## config.mk

```make
export PLATFORM = sky130hd
export DESIGN_NAME = pool_ctrl
export DESIGN_NICKNAME = d
export VERILOG_FILES = /design/src/rtl/cnn_pkg.sv /design/src/rtl/pool_window.sv /design/src/rtl/pool_ctrl.sv
export SDC_FILE = /design/constraint.sdc
export NUM_CORES = 1
export LEC_CHECK = 0
export BUFFER_PORTS_ARGS = -buffer_cell sky130_fd_sc_hd__buf_4
export CAP_MARGIN = 20
export CELL_PAD_IN_SITES_DETAIL_PLACEMENT = 0
export CELL_PAD_IN_SITES_GLOBAL_PLACEMENT = 1
export CORE_UTILIZATION = 50
export CTS_CLUSTER_SIZE = 8
export DETAILED_ROUTE_END_ITERATION = 12
export GPL_TIMING_DRIVEN = 0
export PLACE_DENSITY = 0.85
export SLEW_MARGIN = 0
export SYNTH_ARGS = -nofsm -noshare
export SYNTH_HDL_FRONTEND = slang
export SYNTH_SLANG_ARGS = --single-unit
export TNS_END_PERCENT = 20
```

## constraint.sdc

```tcl
create_clock -name clk -period 6.5 [get_ports clk]
set_input_delay 0.65 -clock clk [delete_from_list [all_inputs] [get_ports clk]]
set_output_delay 0.65 -clock clk [all_outputs]
set_load 0.005 [all_outputs]
```

## src/rtl/cnn_pkg.sv

```systemverilog
// Shared CNN datapath package.
// Provides the pixel type, the 4-entry pooling window type and the pooling
// controller state encoding used by pool_ctrl and pool_window.
package cnn_pkg;

    localparam int PIX_W = 16;

    typedef logic signed [PIX_W-1:0] pix_t;
    typedef pix_t win_t [0:3];

    typedef enum logic [2:0] {
        IDLE = 3'd0,
        RD   = 3'd1,
        CAP  = 3'd2,
        WR   = 3'd3,
        FIN  = 3'd4
    } pool_state_t;

endpackage

```

## src/rtl/pool_window.sv

```systemverilog
// Signed maximum of a 2x2 pooling window (purely combinational).
// Ports:
//   win     - four signed pixels of the window
//   max_val - largest of the four (two's complement compare)
module pool_window
    import cnn_pkg::*;
(
    input  win_t win,
    output pix_t max_val
);

    pix_t max_top;
    pix_t max_bot;

    always_comb begin
        max_top = (win[0] > win[1]) ? win[0] : win[1];
        max_bot = (win[2] > win[3]) ? win[2] : win[3];
        max_val = (max_top > max_bot) ? max_top : max_bot;
    end

endmodule

```

## src/rtl/pool_ctrl.sv

```systemverilog
// 2x2 / stride-2 pooling controller for one N x N signed feature map.
// Reads four pixels per window from a single-port image buffer (1-cycle read
// latency), reduces them, and writes one pooled word per window, row-major.
//
// Build option: define POOL_AVG_EN for average pooling (floor of sum/4);
// otherwise max pooling through pool_window. Timing is identical.
//
// Ports:
//   clk, rst_n        - clock (rising edge), asynchronous active-low reset
//   start             - one-cycle request, honoured only when idle
//   busy, done        - map in progress / one-cycle completion pulse
//   rd_en, rd_addr    - image buffer read strobe and row-major word address
//   rd_data           - image data, valid one cycle after rd_en
//   wr_en, wr_addr    - pooled buffer write strobe and row-major address
//   wr_data           - pooled value
module pool_ctrl
    import cnn_pkg::*;
#(
    parameter int N  = 28,
    parameter int DW = 16,
    parameter int AW = $clog2(N*N),
    parameter int OW = ((N*N/4) > 1) ? $clog2(N*N/4) : 1
) (
    input  logic          clk,
    input  logic          rst_n,
    input  logic          start,
    output logic          busy,
    output logic          done,
    output logic          rd_en,
    output logic [AW-1:0] rd_addr,
    input  logic [DW-1:0] rd_data,
    output logic          wr_en,
    output logic [OW-1:0] wr_addr,
    output logic [DW-1:0] wr_data
);

    localparam int CW = $clog2(N);

    localparam logic [2:0] ST_IDLE = IDLE;
    localparam logic [2:0] ST_RD   = RD;
    localparam logic [2:0] ST_CAP  = CAP;
    localparam logic [2:0] ST_WR   = WR;
    localparam logic [2:0] ST_FIN  = FIN;

    localparam logic [CW-1:0] LAST = CW'(N - 2);
    localparam logic [AW-1:0] N_A  = AW'(N);

    if ((N < 2) || ((N % 2) != 0)) begin : g_bad_n
        $error("pool_ctrl: N must be even and >= 2");
    end
    if (DW != PIX_W) begin : g_bad_dw
        $error("pool_ctrl: DW must equal PIX_W");
    end

    logic [2:0]    state_reg,   state_next;
    logic [1:0]    k_reg,       k_next;
    logic [CW-1:0] r_reg,       r_next;
    logic [CW-1:0] c_reg,       c_next;
    logic [OW-1:0] o_reg,       o_next;
    logic          busy_reg,    busy_next;
    logic          done_reg,    done_next;
    logic          rd_en_reg,   rd_en_next;
    logic [AW-1:0] rd_addr_reg, rd_addr_next;
    logic          wr_en_reg,   wr_en_next;
    logic [OW-1:0] wr_addr_reg, wr_addr_next;
    logic [DW-1:0] wr_data_reg, wr_data_next;

    // Window slots 0..2 are held in registers. The fourth pixel arrives on
    // rd_data during CAP and feeds the reducer directly, so the result can be
    // registered straight into wr_data for the WR cycle.
    win_t cap_win;
    pix_t pooled;

    genvar gi;
    for (gi = 0; gi < 3; gi++) begin : g_win
        pix_t q;
        always_ff @(posedge clk or negedge rst_n) begin
            if (!rst_n) begin
                q <= '0;
            end else if ((state_reg == ST_RD) && (k_reg == 2'(gi + 1))) begin
                q <= rd_data;
            end
        end
        assign cap_win[gi] = q;
    end
    assign cap_win[3] = rd_data;

`ifdef POOL_AVG_EN
    // 18-bit sum cannot overflow; arithmetic shift gives floor division.
    logic signed [DW+1:0] sum4;
    assign sum4 = {{2{cap_win[0][DW-1]}}, cap_win[0]} +
                  {{2{cap_win[1][DW-1]}}, cap_win[1]} +
                  {{2{cap_win[2][DW-1]}}, cap_win[2]} +
                  {{2{cap_win[3][DW-1]}}, cap_win[3]};
    assign pooled = pix_t'(sum4 >>> 2);
`else
    pool_window u_pool_window (
        .win     (cap_win),
        .max_val (pooled)
    );
`endif

    always_comb begin
        state_next   = state_reg;
        k_next       = k_reg;
        r_next       = r_reg;
        c_next       = c_reg;
        o_next       = o_reg;
        busy_next    = busy_reg;
        done_next    = 1'b0;
        wr_en_next   = 1'b0;
        wr_addr_next = wr_addr_reg;
        wr_data_next = wr_data_reg;

        case (state_reg)
            ST_IDLE: begin
                if (start) begin
                    state_next = ST_RD;
                    k_next     = '0;
                    r_next     = '0;
                    c_next     = '0;
                    o_next     = '0;
                    busy_next  = 1'b1;
                end
            end
            ST_RD: begin
                if (k_reg == 2'd3) begin
                    state_next = ST_CAP;
                end else begin
                    k_next = k_reg + 2'd1;
                end
            end
            ST_CAP: begin
                state_next   = ST_WR;
                wr_en_next   = 1'b1;
                wr_addr_next = o_reg;
                wr_data_next = pooled;
            end
            ST_WR: begin
                if ((r_reg == LAST) && (c_reg == LAST)) begin
                    state_next = ST_FIN;
                    done_next  = 1'b1;
                    busy_next  = 1'b0;
                end else begin
                    state_next = ST_RD;
                    k_next     = '0;
                    o_next     = o_reg + OW'(1);
                    if (c_reg == LAST) begin
                        c_next = '0;
                        r_next = r_reg + CW'(2);
                    end else begin
                        c_next = c_reg + CW'(2);
                    end
                end
            end
            ST_FIN: begin
                state_next = ST_IDLE;
            end
            default: begin
                state_next = ST_IDLE;
                busy_next  = 1'b0;
            end
        endcase

        // Read strobe/address are registered from the next-cycle counters so
        // they line up with the RD state they belong to.
        rd_en_next   = (state_next == ST_RD);
        rd_addr_next = rd_en_next ?
                       (AW'(r_next) * N_A + AW'(c_next) +
                        (k_next[1] ? N_A : '0) + AW'(k_next[0])) :
                       rd_addr_reg;
    end

    always_ff @(posedge clk or negedge rst_n) begin
        if (!rst_n) begin
            state_reg   <= ST_IDLE;
            k_reg       <= '0;
            r_reg       <= '0;
            c_reg       <= '0;
            o_reg       <= '0;
            busy_reg    <= 1'b0;
            done_reg    <= 1'b0;
            rd_en_reg   <= 1'b0;
            rd_addr_reg <= '0;
            wr_en_reg   <= 1'b0;
            wr_addr_reg <= '0;
            wr_data_reg <= '0;
        end else begin
            state_reg   <= state_next;
            k_reg       <= k_next;
            r_reg       <= r_next;
            c_reg       <= c_next;
            o_reg       <= o_next;
            busy_reg    <= busy_next;
            done_reg    <= done_next;
            rd_en_reg   <= rd_en_next;
            rd_addr_reg <= rd_addr_next;
            wr_en_reg   <= wr_en_next;
            wr_addr_reg <= wr_addr_next;
            wr_data_reg <= wr_data_next;
        end
    end

    assign busy    = busy_reg;
    assign done    = done_reg;
    assign rd_en   = rd_en_reg;
    assign rd_addr = rd_addr_reg;
    assign wr_en   = wr_en_reg;
    assign wr_addr = wr_addr_reg;
    assign wr_data = wr_data_reg;

endmodule

```

* After elaboration in Yosys (flattened, before gate mapping)
Index checks and enable logic that the tools add are counted.
Cells by class: $add $sub $neg 7, $mul 1, order comparisons 3, eq/ne operators 13, multiplexer cells 29, bitwise logic cells 1, reductions and logical operators 9
Operators with widths (count):
- $gt 16x16->1 | 3
- $mux 16 | 3
- $mux 5 | 7
- $add 10x5->10 | 2
- $pmux 5 s2 | 2
- $mux 8 | 2
- $pmux 8 s2 | 1
- $pmux 3 s4 | 1
- $add 10x1->10 | 1
- $add 5x2->5 const B | 2
- $eq 5x5->1 const B | 2
- $mux 3 | 3
- $add 8x1->8 const B | 1
- $mul 5x3->8 const B | 1
- $eq 3x1->1 const B | 2
- $eq 3x2->1 const B | 2
- $mux 2 | 3
- $ne 2x2->1 const B | 3
- $pmux 2 s3 | 1
- $reduce_and 3->1 | 2
- $mux 1 | 5
- $eq 2x2->1 const B | 2
- $logic_and 1x1->1 | 4
- $eq 3x3->1 const B | 1
- 7 further kinds | 7
Word-level totals: flip-flop bits (word level) 109, input bits 19, output and inout bits 38, word-level logic and storage cells 78

* Longest topological paths before layout
Gate-level depths: netlist of the first run.
depth in word-level cells 8, depth in mapped cells 20, mapped depth without buffers 17

* Modules after synthesis
From an unflattened synthesis of the first run, not the netlist that was laid out.
Second synthesis, totals: cell total of the unflattened synthesis 610, area total of the unflattened synthesis 6821.5 um2
Modules (own cells, without submodules):
- pool_ctrl | times used 1, cells each 384, area an instance 5019.8 um2, sequential area each 2727.6 um2
- pool_window | times used 1, cells each 226, area an instance 1801.7 um2, sequential area each 0.0 um2

* Least setup slack after synthesis of the first run
Ideal clock, no wire load.
path kind input -> register, from input port rd_data[13], to register wr_data_reg[10] (netlist: wr_data[10]), setup time 0.139 ns, data arrival time 4.061 ns, required time 6.361 ns, slack 2.301 ns, cell stages on the path 18, path buffers 3, path through inv_1 -> ha_1 -> a21o_1 -> a31oi_1 -> o31ai_1 -> a21oi_1 -> mux2_4 -> buf_6 -> buf_12 -> mux2i_2 -> ha_1 -> a211oi_1 -> o211ai_1 -> o21a_1 -> and4b_1 -> o21ai_1 -> clkbuf_1 -> o221ai_1
Between the ends: word-level cells in the longest chain between the ends 4
Ends and longest elaborated chain:
- from (decl) | RTL line pool_ctrl.sv:31 | input logic [DW-1:0] rd_data,
- $gt 16x16->1 | RTL line pool_window.sv:17 | max_bot = (win[2] > win[3]) ? win[2] : win[3];
- $mux 16 (*) | RTL line pool_window.sv:17
- $gt 16x16->1 | RTL line pool_window.sv:18 | max_val = (max_top > max_bot) ? max_top : max_bot;
- $mux 16 (*) | RTL line pool_window.sv:18
- to (signal assigned) | RTL line pool_ctrl.sv:200 | wr_data_reg <= wr_data_next;
- to (decl) | RTL line pool_ctrl.sv:66 | logic [DW-1:0] wr_data_reg, wr_data_next;
Every way passes the cells marked *; elsewhere a longest branch is shown, timed or not. A chain may end at the register's enable or synchronous reset.

* Final worst setup path of the first run
from register g_win[1].q[11], to register wr_data_reg[6] (netlist: wr_data[6])
Between the ends: word-level cells in the longest chain between the ends 4
Ends and longest elaborated chain:
- from (decl) | RTL line pool_ctrl.sv:76 | pix_t q;
- from (signal assigned) | RTL line pool_ctrl.sv:81 | q <= rd_data;
- $gt 16x16->1 | RTL line pool_window.sv:16 | max_top = (win[0] > win[1]) ? win[0] : win[1];
- $mux 16 (*) | RTL line pool_window.sv:16
- $gt 16x16->1 | RTL line pool_window.sv:18
- $mux 16 (*) | RTL line pool_window.sv:18
Marked as above.

==> qor.yml, run 1 <==
outcome: "finished, final reports clean"
routed_via_density: 5.54
net-switching-power_mw: 1.70
ys_seq_area_frac: 0.417
detail_route.wl_per_cell_um: 15.8
max-slew-margin-rel: 0.402
number_of_global_route_vias_before_repair: 4869
floorplan.io_pins: 57
number_of_synthesized_register_bits: 109
leakage_nw: 3.80
timing.critical_path.from_type: "register"
synth_warnings: 0
achievable-frequency_mhz: 210
worst_pin_slew_ns: 0.896
largest_register_ffs: 48
min_path_type: "in2async"
timing_worst_setup_path_type: "reg2reg"
worst_hold_slack_ns: 0.415
postLayoutSetupSlackWorst_ns: 1.73
cts_resized: 0
dpl.hpwl_um: 11200
critical_path_peak_fanout: 10
path_cells: "inv_1 > ha_1 > nand4_1 > nor2_1 > a2bb2oi_1 > a21oi_1 > o22ai_2 > buf_4 > mux2i_1 > inv_1 > ha_1 > nand4_1 > nor4_1 > and4b_1 > o21ai_1 > clkbuf_1 > o221ai_1"
floorplan.die.height_um: 116
synthesis.nets: 752
max-clock-path-buffers: 2
synthesis.area_per_instance_um2: 9.89
cts.sinks: 109
post_route_cells_drive_above_1_share: 0.161
rsz0062_at_grt: "false"
internal_power_mw: 2.25
synth_edf_count: 0
areaGrowthSynthToFinish_pct: 14.4
grt.overflow.total: 0
coreArea_mm2: 0.0127
number_of_max_slew_violations_in_the_final_report: 0
placementRows: 41
seq_power_share: 0.286
critical_path.n_buffers_inverters: 4
grt.total_usage: 0.228
finalPower_mw: 3.95
worst_setup_hold_path_clk_slew_ns: 0.07
firstDrtPassIters: 5
fin_crit_ns: 4.77
synth.cell_area_mm2: 0.00654
dr.first_iter.drc_count: 216
gp_routability_congestion: 0.859
clk-insertion-delay-late_ns: 0.36
design.die.area_mm2: 0.0135
worst_path_max_delay_cell: "sky130_fd_sc_hd__o22ai_2"
route.antenna.remaining_nets: 0
clock_power_share: 0.135
grt_start_max_net_pins: 69
final_cell_mix: "sky130_fd_sc_hd__dfrtp_1, sky130_fd_sc_hd__nand2_1, sky130_fd_sc_hd__inv_1, sky130_fd_sc_hd__ha_1, sky130_fd_sc_hd__buf_4"
postSynthCellCount: 661
instance_count_after_placement_with_tap_cells_included: 890
max_cap_viol_count: 0
grt_first_pass_wirelength_um: 23600
final_common_cell: "sky130_fd_sc_hd__dfrtp_1"
grt_antenna_before_repair: 0
floorplan.initialDensity: 0.516
power.density_mw_per_mm2: 528
final-setup-viol-count: 0
ctsHoldBuffers: 0
dominantRegCellSynth: "sky130_fd_sc_hd__dfrtp_1"
share_comb_of_total_power: 0.579
synth_cell_types: 56
drt_wl_total_um: 14300
detailed_route_via_count: 5021
pre_cts_ws_ns: 1.56
finalClockSkew_ns: 0.00846
fp.dieW_um: 116
clock_root_buffer: "sky130_fd_sc_hd__clkbuf_16"
fin_cells: 906
postCtsSetupBuffers: 0
antenna-diode-count: 0
asyncSetResetFlopFracSynth: 1.00
vdd_ir_drop_max_mv: 0.189
tritoncts: "done"
finalCritPeriodShare: 0.733
p_sw_frac: 0.430
worst-endpoint-required_ns: 6.72
detail_route.drc_violations: 0
number_of_buffers_added_on_ports: 56
nNetsFinal: 821
max_stage_delay_ns: 0.42
critical_path.endpoint_type: "register"
ctsHtreeMaxLevel: 3
cpLargestDelayFamily: "compound AO/OA/AOI/OAI gates"
critical_path_arrival_ns: 4.98
count_of_endpoints_failing_hold_in_the_final_timing_report: 0
cts_inserted_buffers: 9
totalNegativeSetupSlack_ns: 0
## area by class of cell
type | instances | area (um2)
Buffer | 22 | 120
Clock buffer | 14 | 274
Clock inverter | 1 | 5.00
Fill cell | 1059 | 5190
Inverter | 74 | 278
Multi-Input combinational cell | 456 | 3410
Sequential cell | 109 | 2730
Tap cell | 172 | 215
Timing Repair Buffer | 58 | 448
## metal layers
metal	GRT usage	wire [um]
met2	0.377	6930
met5	0	0
met1	0.296	6580
met3	0.0420	502
met4	0.0897	306
## path summary, 6_finish.rpt
path,slack (ns),cells past startpoint,from,end
min in group clk,0.48,2,wr_addr[3]$_DFFE_PN0P_,wr_addr[3]$_DFFE_PN0P_
worst min register to register,0.48,2,wr_addr[3]$_DFFE_PN0P_,wr_addr[3]$_DFFE_PN0P_
worst max-delay path,1.73,17,g_win[1].q[11]$_DFFE_PN0P_,wr_data[6]$_DFFE_PN0P_
max in group asynchronous,5.34,2,rst_n,state_reg[1]$_DFF_PN0_
worst min-delay path,0.42,1,rst_n,wr_data[9]$_DFFE_PN0P_
worst max register to register,1.73,17,g_win[1].q[11]$_DFFE_PN0P_,wr_data[6]$_DFFE_PN0P_
## metrics by stage
| stage | instance area, um2 | utilization |
|---|---|---|
| final | 7480 | 0.590 |
| after global routing | 7480 | 0.590 |
| after CTS | 7470 | 0.590 |
| after detailed placement | 7190 | 0.568 |
| after global placement | 7170 | 0.566 |
| after floorplan | 6540 | - |
## power groups by stage
stage / clock (mW) / combinational, mW / sequential (mW)
floorplan: 0 / 1.66 / 1.10
CTS: 0.542 / 2.29 / 1.13
global placement: 0 / 2.19 / 1.13
finish: 0.532 / 2.29 / 1.13
global route: 0.571 / 2.56 / 1.17
detailed placement: 0 / 2.27 / 1.14
## cell usage after synthesis, types with 2 or more instances
| master | instances | area [um2] |
|---|---|---|
| sky130_fd_sc_hd__a211oi_1 | 4 | 30.0 |
| sky130_fd_sc_hd__a21o_1 | 8 | 60.1 |
| sky130_fd_sc_hd__a21oi_1 | 30 | 150 |
| sky130_fd_sc_hd__a22o_1 | 2 | 17.5 |
| sky130_fd_sc_hd__a31oi_1 | 2 | 12.5 |
| sky130_fd_sc_hd__and3_1 | 2 | 12.5 |
| sky130_fd_sc_hd__and4_1 | 4 | 35.0 |
| sky130_fd_sc_hd__buf_2 | 8 | 40.0 |
| sky130_fd_sc_hd__clkbuf_1 | 11 | 41.3 |
| sky130_fd_sc_hd__dfrtp_1 | 109 | 2730 |
| sky130_fd_sc_hd__fa_1 | 8 | 160 |
| sky130_fd_sc_hd__ha_1 | 64 | 801 |
| sky130_fd_sc_hd__inv_1 | 72 | 270 |
| sky130_fd_sc_hd__mux2_2 | 20 | 225 |
| sky130_fd_sc_hd__mux2i_1 | 23 | 230 |
| sky130_fd_sc_hd__mux2i_2 | 7 | 96.3 |
| sky130_fd_sc_hd__mux2i_4 | 2 | 45.0 |
| sky130_fd_sc_hd__nand2_1 | 101 | 379 |
| sky130_fd_sc_hd__nand2b_1 | 3 | 18.8 |
| sky130_fd_sc_hd__nand3_1 | 7 | 35.0 |
| sky130_fd_sc_hd__nand3b_1 | 3 | 22.5 |
| sky130_fd_sc_hd__nand4_1 | 15 | 93.8 |
| sky130_fd_sc_hd__nor2_1 | 17 | 63.8 |
| sky130_fd_sc_hd__nor2b_1 | 6 | 37.5 |
| sky130_fd_sc_hd__nor3_1 | 4 | 20.0 |
| sky130_fd_sc_hd__nor3b_1 | 2 | 15.0 |
| sky130_fd_sc_hd__o211ai_1 | 5 | 37.5 |
| sky130_fd_sc_hd__o21a_1 | 5 | 37.5 |
| sky130_fd_sc_hd__o21ai_0 | 49 | 245 |
| sky130_fd_sc_hd__o21ai_1 | 4 | 20.0 |
| sky130_fd_sc_hd__o21bai_1 | 3 | 22.5 |
| sky130_fd_sc_hd__o221ai_1 | 16 | 140 |
| sky130_fd_sc_hd__o31ai_1 | 4 | 30.0 |
| sky130_fd_sc_hd__or3_1 | 6 | 37.5 |
| sky130_fd_sc_hd__xnor2_1 | 7 | 61.3 |
| sky130_fd_sc_hd__xor2_1 | 8 | 70.1 |
## kinds of logic after synthesis
| logic type | share of synthesized area |
|---|---|
| AOI/OAI and AO/OA | 0.133 |
| xor gates and xnor gates | 0.0201 |
| adders and majority gates | 0.147 |
| buffers and inverters | 0.0609 |
| DFF | 0.417 |
| muxes | 0.0936 |
| and+or+nand+nor | 0.128 |
## worst reg2reg max path: cells and delay by family (launching register included)
| kind | cells | cell delay (ns) |
|---|---|---|
| AND/OR/NAND/NOR | 5 | 1.14 |
| adder cells (fa/ha/maj) | 2 | 0.68 |
| AO/OA/AOI/OAI | 5 | 1.26 |
| buffers and inverters | 4 | 0.86 |
| flip-flops | 1 | 0.37 |
| multiplexers | 1 | 0.32 |
(Power assumes the default switching activity.)
==> run 2, diff against run 1 <==
--- a/config.mk
+++ b/config.mk
@@ -9,11 +9,11 @@
 export CAP_MARGIN = 20
 export CELL_PAD_IN_SITES_DETAIL_PLACEMENT = 0
 export CELL_PAD_IN_SITES_GLOBAL_PLACEMENT = 1
-export CORE_UTILIZATION = 50
+export CORE_UTILIZATION = 43
 export CTS_CLUSTER_SIZE = 8
 export DETAILED_ROUTE_END_ITERATION = 12
 export GPL_TIMING_DRIVEN = 0
-export PLACE_DENSITY = 0.85
+export PLACE_DENSITY = 0.78
 export SLEW_MARGIN = 0
 export SYNTH_ARGS = -nofsm -noshare
 export SYNTH_HDL_FRONTEND = slang
==> constraint.sdc (replaced) <==
create_clock -name clk -period 4.1 [get_ports clk]
set_input_delay 0.41 -clock clk [delete_from_list [all_inputs] [get_ports clk]]
set_output_delay 0.41 -clock clk [all_outputs]
set_load 0.005 [all_outputs]
==> run 2 against run 1 <==
  * First-iteration DRC count is 17% higher
  * Clock power is 66% higher
  * Critical path type unchanged
  * Cell count increased by 5.3%
  * Clock skew down 0.0023 ns
  * Critical endpoint unchanged
  * Design area rose by 12%
  * Global-route usage is 1.5 points lower
  * The flow now finishes with violations (DRC, setup timing)
  * Maximum frequency is 14% higher
  * Setup slack lost 1.8 ns
  * Count of clock-buffer cells in the layout is 2 lower
  * Non-clock buffer count rose by 36
  * Sequential power up 65%
  * Power grew 100%
==> qor.yml, run 2 (same netlist as run 1, synthesis figures left out) <==
post_route_cells_drive_above_1_share: 0.284  # +0.124
clock_power_share: 0.111  # -0.024
detailed_route_via_count: 5213  # +3.8%
crit-reg2reg-launch: "g_win[1].q[12]$_DFFE_PN0P_"
number_of_buffers_added_on_ports: 56  # unchanged
timing.critical_path.from: "g_win[1].q[12]$_DFFE_PN0P_"
grt_first_pass_wirelength_um: 26300  # +12%
finalCritPeriodShare: 1.02  # +0.286
dr.first_iter.drc_count: 253  # +17%
final_common_cell: "sky130_fd_sc_hd__dfrtp_1"
dpl.hpwl_um: 11700  # +5.0%
worst_path_max_delay_cell: "sky130_fd_sc_hd__dfrtp_1"
min_path_type: "in2async"
max_cap_viol_count: 0  # unchanged
max-slew-margin-rel: 0.541  # +0.138
grt.total_usage: 0.213  # -0.0152
rsz0062_at_grt: "true"
largest_register_ffs: 48  # unchanged
instance_count_after_placement_with_tap_cells_included: 902  # +1.3%
critical_path.endpoint_type: "register"
internal_power_mw: 4.58  # +100%
failed_checks: "DRC, setup timing"
detail_route.drc_violations: 4  # +4
worst_pin_slew_ns: 0.689  # -0.207 ns
cts.sinks: 109  # unchanged
leakage_nw: 4.01  # +5.6%
worst-endpoint-required_ns: 4.37  # -2.35 ns
vdd_ir_drop_max_mv: 0.414  # +120%
fin_cells: 954  # +5.3%
timing.critical_path.from_type: "register"
grt_start_max_net_pins: 59  # -14%
fp.dieW_um: 125  # +7.7%
outcome: "complete, but fails checks"
number_of_max_slew_violations_in_the_final_report: 0  # unchanged
share_comb_of_total_power: 0.654  # +0.075
postLayoutSetupSlackWorst_ns: -0.0781  # -1.81 ns
ctsHtreeMaxLevel: 3  # unchanged
firstDrtPassIters: 10  # +5
areaGrowthSynthToFinish_pct: 28.3
ctsHoldBuffers: 0  # unchanged
routed_via_density: 5.46  # -1.4%
grt.overflow.total: 0  # unchanged
count_of_endpoints_failing_hold_in_the_final_timing_report: 0  # unchanged
floorplan.initialDensity: 0.445  # -0.0712
seq_power_share: 0.234  # -0.052
clock_root_buffer: "sky130_fd_sc_hd__clkbuf_16"
critical_path_arrival_ns: 4.45  # -0.53 ns
nNetsFinal: 857  # +4.4%
timing_worst_setup_path_type: "reg2reg"
grt_antenna_before_repair: 0  # unchanged
p_sw_frac: 0.422  # -0.00722
achievable-frequency_mhz: 239  # +14%
gp_routability_congestion: 0.825  # -3.9%
tritoncts: "done"
floorplan.io_pins: 57  # unchanged
critical_path_peak_fanout: 7  # -3
antenna-diode-count: 0  # unchanged
floorplan.die.height_um: 125  # +7.7%
max-clock-path-buffers: 2  # unchanged
final_cell_mix: "sky130_fd_sc_hd__dfrtp_1, sky130_fd_sc_hd__nand2_1, sky130_fd_sc_hd__buf_4, sky130_fd_sc_hd__inv_1, sky130_fd_sc_hd__ha_1"
worst_setup_hold_path_clk_slew_ns: 0.07  # about the same
final-setup-viol-count: 11  # +11
drt_wl_total_um: 16600  # +16%
fin_crit_ns: 4.18  # -0.589 ns
cts_inserted_buffers: 9  # unchanged
pre_cts_ws_ns: -0.661  # -2.22 ns
design.die.area_mm2: 0.0157  # +16%
path_cells: "inv_1 > ha_1 > nand4_1 > nor2_2 > a2bb2oi_2 > a21oi_2 > o22ai_4 > clkbuf_16 > mux2i_2 > inv_1 > ha_1 > nand4_1 > nor4_2 > and4b_1 > or3_1 > buf_6 > clkbuf_16 > o221ai_1"
finalClockSkew_ns: 0.00611  # -0.00234 ns
power.density_mw_per_mm2: 946  # +79%
r2r_setup_slack_ns: -0.08  # -1.81 ns
route.antenna.remaining_nets: 0  # unchanged
detail_route.wl_per_cell_um: 17.4  # +10%
clk-insertion-delay-late_ns: 0.35  # about the same
max_stage_delay_ns: 0.42  # about the same
coreArea_mm2: 0.0147  # +16%
number_of_global_route_vias_before_repair: 5186  # +6.5%
placementRows: 44  # +7.3%
net-switching-power_mw: 3.35  # +97%
-- run 2: cell types whose count changed in the layout (fill, tap and decap cells not counted), sizes merged --
cell | before | now
bufinv | 0 | 1
clkinvlp | 0 | 1
clkbuf | 26 | 25
buf | 68 | 103
-- run 2: path summary, 6_finish.rpt --
check | to | cells past startpoint
worst max-delay path | wr_data[6]$_DFFE_PN0P_ | 18
worst min-delay path | rd_en$_DFF_PN0_ | 1
worst max register to register | wr_data[6]$_DFFE_PN0P_ | 18
worst min register to register | wr_addr[2]$_DFFE_PN0P_ | 2
max in group asynchronous | g_win[0].q[0]$_DFFE_PN0P_ | 2
min in group clk | g_win[0].q[3]$_DFFE_PN0P_ | 2
-- run 2: worst max-delay path, delay by kind of cell (launching register included) --
| kind | cells | cell delay, ns |
|---|---|---|
| simple gates | 6 | 1.46 |
| compound gates | 4 | 0.65 |
| buf+inv | 5 | 0.69 |
| fa+ha+maj | 2 | 0.56 |
| mux | 1 | 0.29 |
| flops | 1 | 0.42 |
-- run 2: what timing repair did --
| item | in CTS | in global routing |
|---|---|---|
| hold endpoints to repair | 0 | 0 |
| gates resized for setup | 28 | 67 |
| pin swaps | 8 | 19 |
| cloned | 0 | 3 |
| setup endpoints to repair | 21 | 20 |
| setup buffers | 8 | 27 |
-- run 2: per-layer routing --
metal | wire length (um) | global-route usage | part of all wire | vias to the layer above
li1 | - | - | - | 2526
met1 | 7660 | 0.284 | 0.46 | 2563
met2 | 8110 | 0.356 | 0.49 | 98
met3 | 502 | 0.0347 | 0.030 | 26
met4 | 331 | 0.0646 | 0.020 | 0
met5 | 0 | 0 | 0 | -
-- run 2: power groups by stage --
stage	Sequential (mW)	Combinational (mW)	Clock, mW
floorplan	1.75	2.64	0
global placement	1.80	3.51	0
detailed placement	1.83	3.61	0
CTS	1.80	4.04	0.906
global route	1.92	5.66	0.953
finish	1.86	5.19	0.884
-- run 2: area by class of cell --
cell class | instances | area [um2]
Buffer | 21 | 146
Clock buffer | 12 | 246
Clock inverter | 3 | 46.3
Fill cell | 1277 | 6310
Inverter | 74 | 278
Multi-Input combinational cell | 456 | 3920
Sequential cell | 109 | 2730
Tap cell | 184 | 230
Timing Repair Buffer | 95 | 790
-- run 2: through the flow --
step                hold WS, ns  utilization  TNS (ns)  cell area [um2]  power (mW)
floorplan                 0.114            -         0             6540        4.38
global placement          0.459        0.489     -7.69             7190        5.31
detailed placement        0.469        0.491     -8.87             7210        5.44
CTS                       0.121        0.528   -0.0198             7760        6.75
global route              0.147        0.571     -3.04             8390        8.53
finish                   0.0958        0.571    -0.477             8390        7.93
